## src/rtl/ifu_imem_rsp_if.sv

```systemverilog
// IFU fetch channel between the fetch initiator (master) and the instruction-memory
// responder (slave): REQ carries the fetch PC, RSP returns the instruction word and fault flag.
interface ifu_imem_rsp_if #(
    parameter int unsigned PC_SIZE    = 32,
    parameter int unsigned INSTR_SIZE = 32
);
    logic                  ifu_req_valid;
    logic                  ifu_req_ready;
    logic [PC_SIZE-1:0]    ifu_req_pc;
    logic                  ifu_rsp_valid;
    logic                  ifu_rsp_ready;
    logic [INSTR_SIZE-1:0] ifu_rsp_instr;
    logic                  ifu_rsp_err;

    modport master (
        output ifu_req_valid,
        output ifu_req_pc,
        output ifu_rsp_ready,
        input  ifu_req_ready,
        input  ifu_rsp_valid,
        input  ifu_rsp_instr,
        input  ifu_rsp_err
    );

    modport slave (
        input  ifu_req_valid,
        input  ifu_req_pc,
        input  ifu_rsp_ready,
        output ifu_req_ready,
        output ifu_rsp_valid,
        output ifu_rsp_instr,
        output ifu_rsp_err
    );
endinterface

```

## src/rtl/ifu_imem_rsp.sv

```systemverilog
// Instruction-memory responder: accepts one fetch at a time, inserts wait states, reads a
// single-port synchronous SRAM and returns the word (or a fault) through a response register.
// Optional feature macro: IMEM_RAND_WAIT_EN adds 0..3 pseudo-random wait states per fetch.
module ifu_imem_rsp #(
    parameter int unsigned        PC_SIZE    = 32,
    parameter int unsigned        INSTR_SIZE = 32,
    parameter int unsigned        MEM_AW     = 14,
    parameter logic [PC_SIZE-1:0] BASE       = PC_SIZE'('h8000_0000),
    parameter int unsigned        WAIT_CYC   = 0
) (
    input  logic                  clk_i,
    input  logic                  rst_ni,
    ifu_imem_rsp_if.slave         ifu,
    output logic                  sram_cs_o,
    output logic [MEM_AW-1:0]     sram_addr_o,
    input  logic [INSTR_SIZE-1:0] sram_rdata_i
);

    localparam logic [1:0] StIdle    = 2'd0;
    localparam logic [1:0] StWait    = 2'd1;
    localparam logic [1:0] StCapture = 2'd2;
    localparam logic [1:0] StErr     = 2'd3;

    // Window size in bytes; MEM_AW + 2 must stay below PC_SIZE.
    localparam logic [PC_SIZE-1:0] WinBytes = PC_SIZE'(1) << (MEM_AW + 2);

    logic [1:0]            state_q, state_d;
    logic [4:0]            cnt_q, cnt_d;
    logic [MEM_AW-1:0]     addr_q, addr_d;
    logic                  rsp_full_q, rsp_full_d;
    logic [INSTR_SIZE-1:0] instr_q, instr_d;
    logic                  err_q, err_d;

    logic                  hs_req;
    logic                  hs_rsp;
    logic                  fault;
    logic [PC_SIZE-1:0]    pc_off;
    logic [4:0]            wait_ld;

    assign hs_rsp            = rsp_full_q & ifu.ifu_rsp_ready;
    // A new request may be taken in the same cycle the pending response drains.
    assign ifu.ifu_req_ready = rst_ni & (state_q == StIdle) & (~rsp_full_q | hs_rsp);
    assign hs_req            = ifu.ifu_req_valid & ifu.ifu_req_ready;

    // Unsigned wrap makes a PC below BASE land far outside the window.
    assign pc_off = ifu.ifu_req_pc - BASE;
    assign fault  = (ifu.ifu_req_pc[1:0] != 2'b00) | (pc_off >= WinBytes);

    assign ifu.ifu_rsp_valid = rsp_full_q;
    assign ifu.ifu_rsp_instr = instr_q;
    assign ifu.ifu_rsp_err   = err_q;
    assign sram_addr_o       = addr_q;
    assign sram_cs_o         = rst_ni & (state_q == StWait) & (cnt_q == 5'd0);

`ifdef IMEM_RAND_WAIT_EN
    logic [3:0] lfsr_q;

    // Free-running x^4+x^3+1 LFSR supplying 0..3 extra wait states.
    always_ff @(posedge clk_i) begin
        if (!rst_ni) begin
            lfsr_q <= 4'b1001;
        end else begin
            lfsr_q <= {lfsr_q[2:0], lfsr_q[3] ^ lfsr_q[2]};
        end
    end

    assign wait_ld = 5'(WAIT_CYC) + {3'b000, lfsr_q[1:0]};
`else
    assign wait_ld = 5'(WAIT_CYC);
`endif

    // Next-state logic for the fetch sequencer and the response register.
    always_comb begin
        state_d    = state_q;
        cnt_d      = cnt_q;
        addr_d     = addr_q;
        rsp_full_d = rsp_full_q;
        instr_d    = instr_q;
        err_d      = err_q;

        // Drain first so a reload below wins in the same cycle.
        if (hs_rsp) begin
            rsp_full_d = 1'b0;
        end

        case (state_q)
            StIdle: begin
                if (hs_req) begin
                    addr_d  = ifu.ifu_req_pc[MEM_AW+1:2];
                    cnt_d   = wait_ld;
                    state_d = fault ? StErr : StWait;
                end
            end
            StWait: begin
                if (cnt_q != 5'd0) begin
                    cnt_d = cnt_q - 5'd1;
                end else begin
                    state_d = StCapture;
                end
            end
            StCapture: begin
                instr_d    = sram_rdata_i;
                err_d      = 1'b0;
                rsp_full_d = 1'b1;
                state_d    = StIdle;
            end
            StErr: begin
                instr_d    = '0;
                err_d      = 1'b1;
                rsp_full_d = 1'b1;
                state_d    = StIdle;
            end
            default: begin
                state_d = StIdle;
            end
        endcase
    end

    // State registers with synchronous active-low reset; reset drops any in-flight fetch.
    always_ff @(posedge clk_i) begin
        if (!rst_ni) begin
            state_q    <= StIdle;
            cnt_q      <= 5'd0;
            addr_q     <= '0;
            rsp_full_q <= 1'b0;
            instr_q    <= '0;
            err_q      <= 1'b0;
        end else begin
            state_q    <= state_d;
            cnt_q      <= cnt_d;
            addr_q     <= addr_d;
            rsp_full_q <= rsp_full_d;
            instr_q    <= instr_d;
            err_q      <= err_d;
        end
    end

endmodule

```

## src/flat_wrapper.sv

```systemverilog
// flat-port wrapper written by rule: the top's interface ports become plain ports
module ifu_imem_rsp_flat 
#(
    parameter int unsigned        PC_SIZE    = 32,
    parameter int unsigned        INSTR_SIZE = 32,
    parameter int unsigned        MEM_AW     = 14,
    parameter logic [PC_SIZE-1:0] BASE       = PC_SIZE'('h8000_0000),
    parameter int unsigned        WAIT_CYC   = 0
)
  (clk_i, rst_ni, sram_cs_o, sram_addr_o, sram_rdata_i, ifu_ifu_req_valid, ifu_ifu_req_pc, ifu_ifu_rsp_ready, ifu_ifu_req_ready, ifu_ifu_rsp_valid, ifu_ifu_rsp_instr, ifu_ifu_rsp_err);
  ifu_imem_rsp_if #(.PC_SIZE(PC_SIZE), .INSTR_SIZE(INSTR_SIZE)) ifu_i ();
  input  logic clk_i;
  input  logic rst_ni;
  output logic sram_cs_o;
  output logic [MEM_AW-1:0] sram_addr_o;
  input  logic [INSTR_SIZE-1:0] sram_rdata_i;
  input wire logic [$bits(ifu_i.ifu_req_valid)-1:0] ifu_ifu_req_valid;
  input wire logic [$bits(ifu_i.ifu_req_pc)-1:0] ifu_ifu_req_pc;
  input wire logic [$bits(ifu_i.ifu_rsp_ready)-1:0] ifu_ifu_rsp_ready;
  output wire logic [$bits(ifu_i.ifu_req_ready)-1:0] ifu_ifu_req_ready;
  output wire logic [$bits(ifu_i.ifu_rsp_valid)-1:0] ifu_ifu_rsp_valid;
  output wire logic [$bits(ifu_i.ifu_rsp_instr)-1:0] ifu_ifu_rsp_instr;
  output wire logic [$bits(ifu_i.ifu_rsp_err)-1:0] ifu_ifu_rsp_err;
  assign ifu_i.ifu_req_valid = ifu_ifu_req_valid;
  assign ifu_i.ifu_req_pc = ifu_ifu_req_pc;
  assign ifu_i.ifu_rsp_ready = ifu_ifu_rsp_ready;
  assign ifu_ifu_req_ready = ifu_i.ifu_req_ready;
  assign ifu_ifu_rsp_valid = ifu_i.ifu_rsp_valid;
  assign ifu_ifu_rsp_instr = ifu_i.ifu_rsp_instr;
  assign ifu_ifu_rsp_err = ifu_i.ifu_rsp_err;
  ifu_imem_rsp #(.PC_SIZE(PC_SIZE), .INSTR_SIZE(INSTR_SIZE), .MEM_AW(MEM_AW), .BASE(BASE), .WAIT_CYC(WAIT_CYC)) u_core (.clk_i(clk_i), .rst_ni(rst_ni), .ifu(ifu_i), .sram_cs_o(sram_cs_o), .sram_addr_o(sram_addr_o), .sram_rdata_i(sram_rdata_i));
endmodule
```

## config.mk

```make
export PLATFORM = sky130hd
export DESIGN_NAME = ifu_imem_rsp_flat
export DESIGN_NICKNAME = d
export VERILOG_FILES = /design/src/rtl/ifu_imem_rsp_if.sv /design/src/rtl/ifu_imem_rsp.sv /design/src/flat_wrapper.sv
export SDC_FILE = /design/constraint.sdc
export NUM_CORES = 1
export LEC_CHECK = 0
export CAP_MARGIN = 10
export CORE_MARGIN = 3
export CORE_UTILIZATION = 41
export CTS_BUF_LIST = sky130_fd_sc_hd__clkbuf_8
export DETAILED_ROUTE_END_ITERATION = 7
export GPL_ROUTABILITY_DRIVEN = 1
export GPL_TIMING_DRIVEN = 0
export PLACE_DENSITY_LB_ADDON = 0.08
export REMOVE_ABC_BUFFERS = 1
export SYNTH_ARGS = -nofsm -noshare
export SYNTH_HDL_FRONTEND = slang
export SYNTH_SLANG_ARGS = --single-unit
```

## constraint.sdc

```tcl
create_clock -name clk_i -period 3.75 [get_ports clk_i]
set_input_delay 0.75 -clock clk_i [delete_from_list [all_inputs] [get_ports clk_i]]
set_output_delay 0.75 -clock clk_i [all_outputs]
set_load 0.01 [all_outputs]
```

==> impl_metrics.csv <==
group,metric,value,unit
clock_network,cts_buffers,5,
drt,finalWirelength,5120,µm
job,drv_cap,0,
pwr,p_leak,1.22,nW
clock_network,htreeDepth,2,
clock_network,cts.sinks,55,
synthesis,netlist_area,1960,µm²
critical_path,critPathTopFamily,"buffers and inverters",
sta,fin_crit_sh,92.0,%
outcome,status,"finished, final reports clean",
floorplanning,rows,24,
synthesis,netlist.area_leader.share,56.2,%
critical_path,slowest_stage,"clkdlybuf4s50_1",
floorplanning,die_area,5650,µm²
global_routing,grt-ovfl-total,0,
synthesis,synth_cell_types,31,
floorplanning,pin_count,118,
drt,drt-initial-drc-count,85,
cells_and_area,utilization,73.4,%
sta,rsz0062_at_grt,"no",
critical_path,worst-path-max-fanout,19,
critical_path,startpoint_type,"input port",
placed_design,port_buffers,117,
sta,fin_hold_ws,0.458,ns
cells_and_area,layout-drive-gt1-share,7.59,%
sta,slew_viol_final,0,
critical_path,critPathArrivalTime,2.70,ns
placed_design,pre_cts_ws,0.297,ns
critical_path,endpoint_kind,"primary output",
drt,drc,0,
cells_and_area,n_antenna_cell,0,
hold_path,hold_path_class,"flop to flop",
floorplanning,initial_core_util,43.8,%
critical_path,crit_path_frequent_cell,"clkdlybuf4s50_1",
sta,final.setup.worst_slack,0.298,ns
clock_network,postCtsHoldBufs,0,
global_routing,grt_max_degree,25,
cells_and_area,syn2layout_area_growth,67.5,%
drt,ant_nets,0,
synthesis,ys_ff_latch,55,
clock_network,cts_tree,"done",
drt,num_vias,1769,
critical_path,crit_buf_inv,3,
drt,wl_per_cell,14.4,µm
clock_network,post_cts_buffers,0,
synthesis,synth_seq_area_share,56.2,%
sta,relSlewSlack,47.5,%
critical_path,path_cells,"clkdlybuf4s50_1, inv_2, nor2_2, and3_1, clkdlybuf4s50_1",
pwr,powerDensity,378,nW/µm²
clock_network,clk_transition_reported_paths,0.09,ns
critical_path,crit_type,"input port to primary output",
sta,finalSetupViolCount,0,
placed_design,gp_congestion,0.749,
clock_network,post_cts_resized,0,
sta,worstMarginPinSlew,0.784,ns
drt,first_pass_iters,4,
synthesis,yosys_warnings,0,
synthesis,synth_area_leaders,"dfxtp_1 56%, a22o_1 14%, nand2_1 5.9%",
clock_network,cts-root-buf,"clkbuf_8",
synthesis,netlist_instances,188,
floorplanning,die_w,75.2,µm
sta,hold_violations,0,
sta,period_minus_slack,3.45,ns
global_routing,grt_first_pass_wirelength,7620,µm
cells_and_area,finalNetCount,372,
global_routing,grt_pass1_vias,1619,
sta,max_freq,0.290,GHz
clock_network,cts_buffer_depth,2,
placed_design,hpwl,3830,µm
sta,worst_clock_skew,0.0147,ns
clock_network,clock_latency,0.32,ns
synthesis,synth_area_leader_cell,"dfxtp_1",
floorplanning,core_region_area,4470,µm²
drt,routed_via_density,4.98,
global_routing,grt_usage,17.7,%
floorplanning,die_h,75.2,µm
critical_path,worstPathRequired,3.00,ns
critical_path,cpPeakStageDelay,0.60,ns
pwr,ir_drop,0.234,mV
global_routing,antenna_found_initial,0,
synthesis,postSynthAreaPerCell,10.4,µm²
==> flip-flops by register name, summed over array words and instances, names as in the netlist <==
| register | cells |
|---|---|
| u_core.ifu.ifu_rsp_instr | 32 |
| u_core.sram_addr_o | 14 |
| u_core.cnt_q | 5 |
| u_core.state_q | 2 |
| u_core.ifu.ifu_rsp_err | 1 |
| u_core.ifu.ifu_rsp_valid | 1 |
==> worst register-to-register path, cell delays in order, from the launching register on <==
cell	delay [ns]
dfxtp_1	0.40
inv_1	0.09
ha_1	0.21
nor4b_1	0.19
or3b_2	0.50
or2_2	0.33
o22ai_2	0.11
==> report_power, final <==
group	switching (W)	internal, W	total, W
registers	0.0000184	0.000613	0.000631
logic	0.0000760	0.000138	0.000214
clock network	0.000195	0.000201	0.000397
total	0.000290	0.000952	0.00124
==> placed cells by master, fill, tap and decap left out, drive strengths merged, types with 3 or more instances in the layout <==
| master | n |
|---|---|
| clkdlybuf4s50 | 117 |
| dfxtp | 55 |
| nand2 | 33 |
| a22o | 32 |
| a21oi | 16 |
| nor2 | 9 |
| nor3 | 5 |
| clkbuf | 5 |
| nor4 | 4 |
| inv | 4 |
| nor4b | 3 |
==> cells by family (layout without fill, tap and decap cells) <==
family	after synthesis	in the layout	share of synthesized area, %
AND/OR/NAND/NOR	63	63	17.2
flip-flops	55	55	56.2
AO/OA/AOI/OAI	50	50	19.5
buffers and inverters	15	130	4.40
adder cells (fa/ha/maj)	2	2	1.28
multiplexers	2	2	1.02
XOR/XNOR	1	1	0.447
==> final timing paths <==
| kind | startpoint | endpoint | slack, ns | cells past startpoint |
|---|---|---|---|---|
| setup reg to reg | u_core.cnt_q[0] | u_core.cnt_q[0] | 1.86 | 6 |
| hold / removal | u_core.sram_addr_o[12] | u_core.sram_addr_o[12] | 0.46 | 2 |
| hold reg to reg | u_core.sram_addr_o[12] | u_core.sram_addr_o[12] | 0.46 | 2 |
| setup / recovery | rst_ni | sram_cs_o | 0.30 | 5 |
==> final cells by class <==
type                            instances  area, µm²
Timing Repair Buffer                  119       1210
Fill cell                             363       1190
Sequential cell                        55       1100
Multi-Input combinational cell        118        778
Clock buffer                            5       68.8
Tap cell                               52       65.1
Clock inverter                          3       46.3
Inverter                                3       11.3
==> cell usage after synthesis <==
library cell and number:
dfxtp_1 55, a22o_1 32, nand2_1 31, a21oi_1 16, nor2_1 9, clkbuf_1 5
nor3_1 5, nor4_1 4, buf_2 3, buf_6 2, ha_1 2, inv_1 2
mux2i_1 2, nand2_2 2, nor4b_1 2, and2b_2 1, and3_1 1, buf_1 1
buf_8 1, inv_2 1, nand2b_4 1, nand3b_1 1, nand4_1 1, nor4b_4 1
o22ai_2 1, o32ai_1 1, or2_2 1, or3b_2 1, or4b_4 1, or4bb_2 1
xor2_1 1
==> metal layers <==
metal	part of all wire, %	global-route usage [%]	vias up
li1	-	-	895
met1	44	23.6	806
met2	48	28.0	60
met3	6.7	4.01	8
met4	1.4	6.99	0
met5	0	0	-
==> through the flow <==
step	TNS, ns	cells	area (µm²)	total power, W
after floorplan	0	176	1890	0.000711
after global placement	-1.14	345	3120	0.000851
after detailed placement	0	347	3170	0.000860
after CTS	0	355	3280	0.00125
after global routing	0	355	3280	0.00129
final	0	355	3280	0.00124
No activity file was read; power rests on OpenSTA's default activity.
